--- src/rtl/bcm_pkg.sv ---
// Shared types and constants for the binary-counter monitor.
package bcm_pkg;

    typedef enum logic [1:0] {
        IDLE   = 2'd0,
        ACQ    = 2'd1,
        TRACK  = 2'd2,
        LOCKED = 2'd3
    } bcm_state_e;

    localparam int ERR_SEQ  = 0;
    localparam int ERR_TICK = 1;

endpackage

--- src/rtl/bcm_sat_counter.sv ---
// W-bit event counter; SATURATE=1 holds at all-ones, SATURATE=0 wraps to zero.
module bcm_sat_counter #(
    parameter int W        = 16,
    parameter bit SATURATE = 1'b1
) (
    input  logic         clk,
    input  logic         reset,
    input  logic         inc_i,
    output logic [W-1:0] count_o
);

    logic [W-1:0] count_q;
    logic [W-1:0] count_d;

    always_comb begin
        // NOTE: next-state defaults to the held value first so no path through the block leaves it unassigned (no latch).
        count_d = count_q;
        if (inc_i && !(SATURATE && (count_q == {W{1'b1}}))) begin
            count_d = count_q + 1'b1;
        end
    end

    // NOTE: state registers use non-blocking assignment so every flop samples pre-edge values.
    always_ff @(posedge clk or posedge reset) begin
        if (reset) begin
            count_q <= '0;
        end else begin
            count_q <= count_d;
        end
    end

    assign count_o = count_q;

endmodule

--- src/rtl/bin_counter_monitor.sv ---
// Checks an N-bit free-running counter's q/max_tick pair and reports lock, wraps and errors.
// Define BCM_ERR_CAPTURE_EN to add cap_exp/cap_got, which latch the first error after reset.
module bin_counter_monitor
    import bcm_pkg::*;
#(
    parameter int N        = 8,
    parameter int LOCK_CNT = 4,
    parameter int W        = 16
) (
    input  logic         clk,
    input  logic         reset,
    input  logic         enable,
    input  logic [N-1:0] q_in,
    input  logic         max_tick_in,
    output logic         locked,
    output logic         err,
    output logic [1:0]   err_code,
    output logic [W-1:0] err_count,
    output logic [W-1:0] wrap_count
`ifdef BCM_ERR_CAPTURE_EN
    ,
    output logic [N-1:0] cap_exp,
    output logic [N-1:0] cap_got
`endif
);

    localparam int GW = (LOCK_CNT < 2) ? 1 : $clog2(LOCK_CNT + 1);
    localparam logic [GW-1:0] LOCK_LAST = GW'(LOCK_CNT - 1);

    bcm_state_e    state_q, state_d;
    logic [N-1:0]  prev_q;
    logic [GW-1:0] good_cnt_q, good_cnt_d;
    logic          locked_q, locked_d;
    logic          err_q, err_d;
    logic [1:0]    err_code_q, err_code_d;
    logic          wrap_inc;

    logic [N-1:0]  exp_val;
    logic          seq_bad;
    logic          tick_bad;

    assign exp_val  = prev_q + 1'b1;
    assign seq_bad  = (q_in != exp_val);
    assign tick_bad = (max_tick_in != (q_in == {N{1'b1}}));

    always_comb begin
        state_d    = state_q;
        good_cnt_d = good_cnt_q;
        locked_d   = locked_q;
        err_d      = 1'b0;
        err_code_d = err_code_q;
        wrap_inc   = 1'b0;

        if (!enable) begin
            state_d    = IDLE;
            locked_d   = 1'b0;
            good_cnt_d = '0;
        end else begin
            case (state_q)
                IDLE: begin
                    state_d    = ACQ;
                    good_cnt_d = '0;
                end
                // The first sample has no predecessor, so only the tick rule applies here.
                ACQ: begin
                    if (tick_bad) begin
                        err_d                = 1'b1;
                        err_code_d           = '0;
                        err_code_d[ERR_TICK] = 1'b1;
                    end else if (LOCK_CNT == 1) begin
                        state_d  = LOCKED;
                        locked_d = 1'b1;
                    end else begin
                        state_d    = TRACK;
                        good_cnt_d = GW'(1);
                    end
                end
                TRACK: begin
                    if (seq_bad || tick_bad) begin
                        err_d                = 1'b1;
                        err_code_d[ERR_SEQ]  = seq_bad;
                        err_code_d[ERR_TICK] = tick_bad;
                        state_d              = ACQ;
                        good_cnt_d           = '0;
                    end else if (good_cnt_q == LOCK_LAST) begin
                        state_d  = LOCKED;
                        locked_d = 1'b1;
                    end else begin
                        good_cnt_d = good_cnt_q + 1'b1;
                    end
                end
                LOCKED: begin
                    if (seq_bad || tick_bad) begin
                        err_d                = 1'b1;
                        err_code_d[ERR_SEQ]  = seq_bad;
                        err_code_d[ERR_TICK] = tick_bad;
                        state_d              = ACQ;
                        locked_d             = 1'b0;
                        good_cnt_d           = '0;
                    end else if (max_tick_in) begin
                        wrap_inc = 1'b1;
                    end
                end
                default: begin
                    state_d  = IDLE;
                    locked_d = 1'b0;
                end
            endcase
        end
    end

    always_ff @(posedge clk or posedge reset) begin
        if (reset) begin
            state_q    <= IDLE;
            prev_q     <= '0;
            good_cnt_q <= '0;
            locked_q   <= 1'b0;
            err_q      <= 1'b0;
            err_code_q <= '0;
        end else begin
            state_q    <= state_d;
            good_cnt_q <= good_cnt_d;
            locked_q   <= locked_d;
            err_q      <= err_d;
            err_code_q <= err_code_d;
            if (enable) begin
                prev_q <= q_in;
            end
        end
    end

    bcm_sat_counter #(.W(W), .SATURATE(1'b1)) u_err_count (
        .clk     (clk),
        .reset   (reset),
        .inc_i   (err_d),
        .count_o (err_count)
    );

    bcm_sat_counter #(.W(W), .SATURATE(1'b0)) u_wrap_count (
        .clk     (clk),
        .reset   (reset),
        .inc_i   (wrap_inc),
        .count_o (wrap_count)
    );

    assign locked   = locked_q;
    assign err      = err_q;
    assign err_code = err_code_q;

`ifdef BCM_ERR_CAPTURE_EN
    logic         cap_done_q;
    logic [N-1:0] cap_exp_q;
    logic [N-1:0] cap_got_q;

    // A tick-only error has no meaningful expected count, so both fields record q_in.
    always_ff @(posedge clk or posedge reset) begin
        if (reset) begin
            cap_done_q <= 1'b0;
            cap_exp_q  <= '0;
            cap_got_q  <= '0;
        end else if (err_d && !cap_done_q) begin
            cap_done_q <= 1'b1;
            cap_exp_q  <= err_code_d[ERR_SEQ] ? exp_val : q_in;
            cap_got_q  <= q_in;
        end
    end

    assign cap_exp = cap_exp_q;
    assign cap_got = cap_got_q;
`endif

endmodule

--- config.mk ---
export PLATFORM = sky130hd
export DESIGN_NAME = bin_counter_monitor
export DESIGN_NICKNAME = d
export VERILOG_FILES = /design/src/rtl/bcm_pkg.sv /design/src/rtl/bcm_sat_counter.sv /design/src/rtl/bin_counter_monitor.sv
export SDC_FILE = /design/constraint.sdc
export NUM_CORES = 1
export LEC_CHECK = 0
export CAP_MARGIN = 5
export CORE_UTILIZATION = 30
export DETAILED_ROUTE_END_ITERATION = 6
export DONT_BUFFER_PORTS = 1
export PLACE_DENSITY = 0.41
export REMOVE_ABC_BUFFERS = 1
export SLEW_MARGIN = 0
export SYNTH_ARGS = -nofsm -noshare
export SYNTH_HDL_FRONTEND = slang
export SYNTH_SLANG_ARGS = --single-unit
--- constraint.sdc ---
create_clock -name clk -period 3 [get_ports clk]
set_input_delay 0 -clock clk [delete_from_list [all_inputs] [get_ports clk]]
set_output_delay 0 -clock clk [all_outputs]
set_load 0.005 [all_outputs]
Word-level counts from Yosys, hierarchy flattened
Index checks and enable logic that the tools add are counted.

word-level totals
  bits of input ports = 12
  register bits = 49
  logic and storage cells = 67
  output and inout port bits = 36

operators by class
  muxes and demuxes = 28
  equal/unequal tests = 17
  $add $sub $neg = 4
  reductions and logical operators = 10

operators with widths
  operator               number
  $add 16x1->16 const B  2
  $eq 16x16->1 const B   1
  $mux 3                 5
  $mux 2                 7
  $ne 3x3->1 const B     4
  $pmux 3 s4             1
  $mux 1                 11
  $add 8x1->8 const B    1
  $eq 8x8->1 const B     1
  $ne 4x4->1 const B     2
  $ne 8x8->1             1
  $pmux 2 s4             1
  $reduce_and 4->1       2
  $reduce_and 3->1       2
  $eq 2x2->1 const B     2
  $pmux 1 s2             2
  $pmux 2 s2             1
  $add 3x1->3 const B    1
  $eq 3x2->1 const B     1
  $ne 3x1->1 const B     1
  $eq 2x1->1 const B     1
  $logic_not 2->1        1
  $ne 2x1->1 const B     1
  $ne 2x2->1 const B     1
  other kinds (6)        6

Longest topological paths before layout
  depth after elaboration = 7
  mapped depth = 10
  mapped depth without buffers = 8

Hierarchy
From an unflattened synthesis, not the netlist that was laid out.

second synthesis, totals
  cells, all modules = 262
  area, all modules = 2713.9 um^2

modules (own cells, without submodules)
  module                          cells an instance  times used  sequential area each (um^2)  area each (um^2)
  bin_counter_monitor             129                1           425.4                        1206.2
  bcm_sat_counter (u_err_count)   76                 1           400.4                        797.0
  bcm_sat_counter (u_wrap_count)  57                 1           400.4                        710.7

Worst setup path after synthesis
No wires, ideal clock.

  kind = register to register
  start point = register prev_q[0]
  end point = register u_err_count.count_q[12] (netlist: u_err_count.count_o[12])
  clock period less this slack = 2.355 ns
  arrival time = 2.227 ns
  buffers on the path = 1
  setup slack = 0.645 ns
  cell stages (with the launch flop) = 10
  path through = dfrtp_1 > ha_1 > nor2b_1 > or3_1 > a31oi_1 > o211ai_2 > buf_6 > nor2_4 > nor4_1 > mux2_1

on the way
  longest elaborated chain between the ends = 7

ends and longest elaborated chain
  item                    RTL line                                              RTL
  from (decl)             bin_counter_monitor.sv:31                             logic [N-1:0] prev_q;
  from (signal assigned)  bin_counter_monitor.sv:127                            prev_q <= q_in;
  $add 8x1->8             bin_counter_monitor.sv:42                             assign exp_val = prev_q + 1'b1;
  $ne 8x8->1              bin_counter_monitor.sv:43                             assign seq_bad = (q_in != exp_val);
  $logic_or 1x1->1        bin_counter_monitor.sv:79, bin_counter_monitor.sv:93
  $mux 1                  bin_counter_monitor.sv:79, bin_counter_monitor.sv:93
  $pmux 1 s2              bin_counter_monitor.sv:59                             case (state_q)
  $mux 1                  bin_counter_monitor.sv:54                             if (!enable) begin
  $logic_and 1x1->1       bcm_sat_counter.sv:18                                 if (inc_i && !(SATURATE && (count_q == {W{1'b1}}))) begin
  to (signal assigned)    bcm_sat_counter.sv:28                                 count_q <= count_d;
  to (decl)               bcm_sat_counter.sv:12                                 logic [W-1:0] count_q;

Every way passes these cells.
A chain may end at the register's enable or synchronous reset.

Worst setup path in the final report
  start point = register prev_q[0]
  end point = register u_err_count.count_q[3] (netlist: u_err_count.count_o[3])

The elaborated chain is that of the path after synthesis.

==> results.json <==
{
  "fillCellCount": 920,
  "hp-class": "input port to flip-flop",
  "die_x_um": 97.4,
  "synth-edff-count": 0,
  "postSynthAreaPerCell_um2": 10.3,
  "postRouteAntennaNets": 0,
  "portBuffers": 0,
  "min_from": "enable",
  "area_growth_pct": 11.7,
  "syn_inst": 266,
  "antenna_found_initial": 0,
  "synthArstFlopShare_pct": 100,
  "drc": 0,
  "root_buffer": "clkbuf_8",
  "final_cell_mix": "dfrtp_1, xnor2_1, nand2_1, nand4_1",
  "powerDensity_nw_per_um2": 445,
  "r2r.worst_path.cells": 8,
  "grt_usage_pct": 13.6,
  "crit_path_top_delay_cell": "or4_4",
  "cts_made_buffers": 5,
  "cp.required_ps": 3200,
  "wl_per_cell_um": 15.7,
  "nNetsFinal": 301,
  "rsz0062_at_grt": "no",
  "core_area_um2": 8760,
  "cp_slowest_stage_delay_ps": 580,
  "antenna_cells": 0,
  "rr_startpoint": "prev_q[0]",
  "synth_ff_type": "dfrtp_1",
  "fin_ws_ps": 261,
  "rows": 34,
  "worst_pin_slew_ps": 1030,
  "yosys_warnings": 0,
  "clock-sinks": 49,
  "setup.worst_path.end_class": "flip-flop",
  "grt_max_degree": 49,
  "ys_ff_latch": 49,
  "dpl.hpwl_um": 4270,
  "power_mw": 1.36,
  "setup_tns_ps": 0,
  "gp_congestion": 0.806,
  "cp.arrival_ps": 2940,
  "firstDrtPassIters": 4,
  "vias": 1953,
  "drt_iter0_drc": 86,
  "ir_drop_mv": 0.164,
  "netlist_area_um2": 2730,
  "cts_tree": "yes",
  "grt_overflow": 0,
  "yosys.area.top_type": "dfrtp_1",
  "p_leak_nw": 1.27,
  "path_common_cell": "a21oi_1",
  "ys_seq_area_share_pct": 45.0,
  "crit_start": "prev_q[0]",
  "wirelength_um": 6100,
  "status": "completed",
  "relSlewSlack_pct": 31.2,
  "post-route-min-period_ps": 2740,
  "htreeDepth": 2,
  "path_cells": "ha_1 > a21oi_1 > o311ai_1 > a21oi_1 > o211ai_2 > nor2_4 > or4_4 > xnor2_2",
  "yosysUniqueCellTypes": 52,
  "rrSetupSlack_ps": 260,
  "r2r_end": "u_err_count.count_o[3]",
  "min_to": "good_cnt_q[0]",
  "grt_pass1_wl_um": 10300,
  "grt_pass1_vias": 2007,
  "place_ws_ps": 244,
  "die_h_um": 97.4,
  "setup-violations-final": 0,
  "hold_depth": 2,
  "io_pins": 48,
  "synth.area.top_cells": "dfrtp_1, xnor2_1, xor2_1",
  "vias_per_cell": 5.02,
  "startpoint_type": "flip-flop",
  "die_area_um2": 9480,
  "finalCritPeriodShare_pct": 91.3,
  "drive_gt1_share_pct": 12.1,
  "start_util_pct": 31.1,
  "synth_top_area_share_pct": 45.0,
  "critPathKind": "flip-flop to flip-flop",
  "layout.cells.most_common": "dfrtp_1",
  "maxSlewViolCount": 0,
  "clk_latency_ps": 310,
  "fmax_ghz": 0.365,
  "cp_max_fo": 11,
  "clockBufferDepth": 2,
  "maxCapViolCount": 0,
  "hold_viol": 0,
  "path_clk_slew_ps": 100,
  "fin_worst_skew_ps": 4.55
}
==> area by class of cell <==
| cell class | instances | area, um^2 | share of cell area (%) |
|---|---|---|---|
| Timing Repair Buffer | 14 | 133 | 4.35 |
| Multi-Input combinational cell | 198 | 1420 | 46.5 |
| Sequential cell | 49 | 1230 | 40.2 |
| Clock inverter | 3 | 21.3 | 0.698 |
| Tap cell | 108 | 135 | 4.44 |
| Inverter | 12 | 45.0 | 1.48 |
| Clock buffer | 5 | 68.8 | 2.26 |
==> stage by stage <==
stage | instance area, um^2 | utilization, % | cells | hold slack [ps]
after floorplan | 2690 | - | 259 | 96.4
after global placement | 2850 | 32.5 | 370 | 127
after global routing | 3050 | 34.8 | 389 | 28.7
final | 3050 | 34.8 | 389 | 18.3
after detailed placement | 2850 | 32.5 | 370 | 137
after CTS | 3050 | 34.8 | 389 | 8.98
==> registers in the layout, indices dropped and copies added (netlist names) <==
signal / flops
err_code: 2
prev_q: 8
state_q: 2
u_err_count.count_o: 16
err: 1
locked: 1
u_wrap_count.count_o: 16
good_cnt_q: 3
==> how the worst max path moves through the flow <==
| stage | slack (ps) | to |
|---|---|---|
| 4_1_cts | 240 | u_err_count.count_o[3] |
| 2_1_floorplan | 500 | u_wrap_count.count_o[1] |
| 3_3_place_gp | 310 | u_err_count.count_o[3] |
| 5_1_grt | 80 | u_err_count.count_o[3] |
| 3_5_place_dp | 240 | u_err_count.count_o[3] |
| 6_report | 260 | u_err_count.count_o[3] |
==> critical path, delay by kind of cell, from the launching register on <==
kind                       cells  cell delay, ps
adders and majority gates      1             330
DFF                            1             480
and+or+nand+nor                2             730
AOI/OAI and AO/OA              4             950
xor gates and xnor gates       1             140
==> synthesized netlist by cell type (2+ instances only) <==
cell type / instances
dfrtp_1: 49
xnor2_1: 23
nand2_1: 19
nand4_1: 17
nand3_1: 13
xor2_1: 13
inv_1: 12
nor3_1: 12
nor2_1: 11
ha_1: 9
mux2_2: 9
o21ai_0: 8
a21oi_1: 7
and3_1: 6
nor2b_1: 5
clkbuf_1: 4
a22o_1: 3
a31oi_1: 3
and2_1: 3
nor2_2: 3
nor4_1: 3
and4_1: 2
or3_1: 2
xnor2_2: 2
==> metal layers <==
metal  up-vias  part of all wire [%]  global-route usage [%]
met5         -                     0                       0
met4         0                   1.1                    5.43
met3         6                   4.4                    3.17
met2        40                    47                    21.9
met1       921                    47                    17.6
li1        986                     -                       -
==> report_power, final <==
group | switching [mW] | internal (mW) | leakage (nW) | total (mW)
clock network | 0.250 | 0.166 | 0.0445 | 0.416
logic | 0.0883 | 0.0842 | 0.573 | 0.173
registers | 0.0629 | 0.704 | 0.651 | 0.767
==> what timing repair did <==
item | 4_1_cts | 5_1_grt
setup buffers | 0 | 0
hold endpoints to repair | 57 | 0
gates resized for setup | 0 | 0
hold buffers | 11 | 0
==> logic make-up after synthesis <==
logic type | share of synthesized area, %
flip-flops | 45.0
buffers and inverters | 3.07
AO/OA/AOI/OAI | 9.08
adder cells (fa/ha/maj) | 4.13
AND/OR/NAND/NOR | 21.5
XOR/XNOR | 12.8
multiplexers | 4.50
No activity file was read; power rests on OpenSTA's default activity.
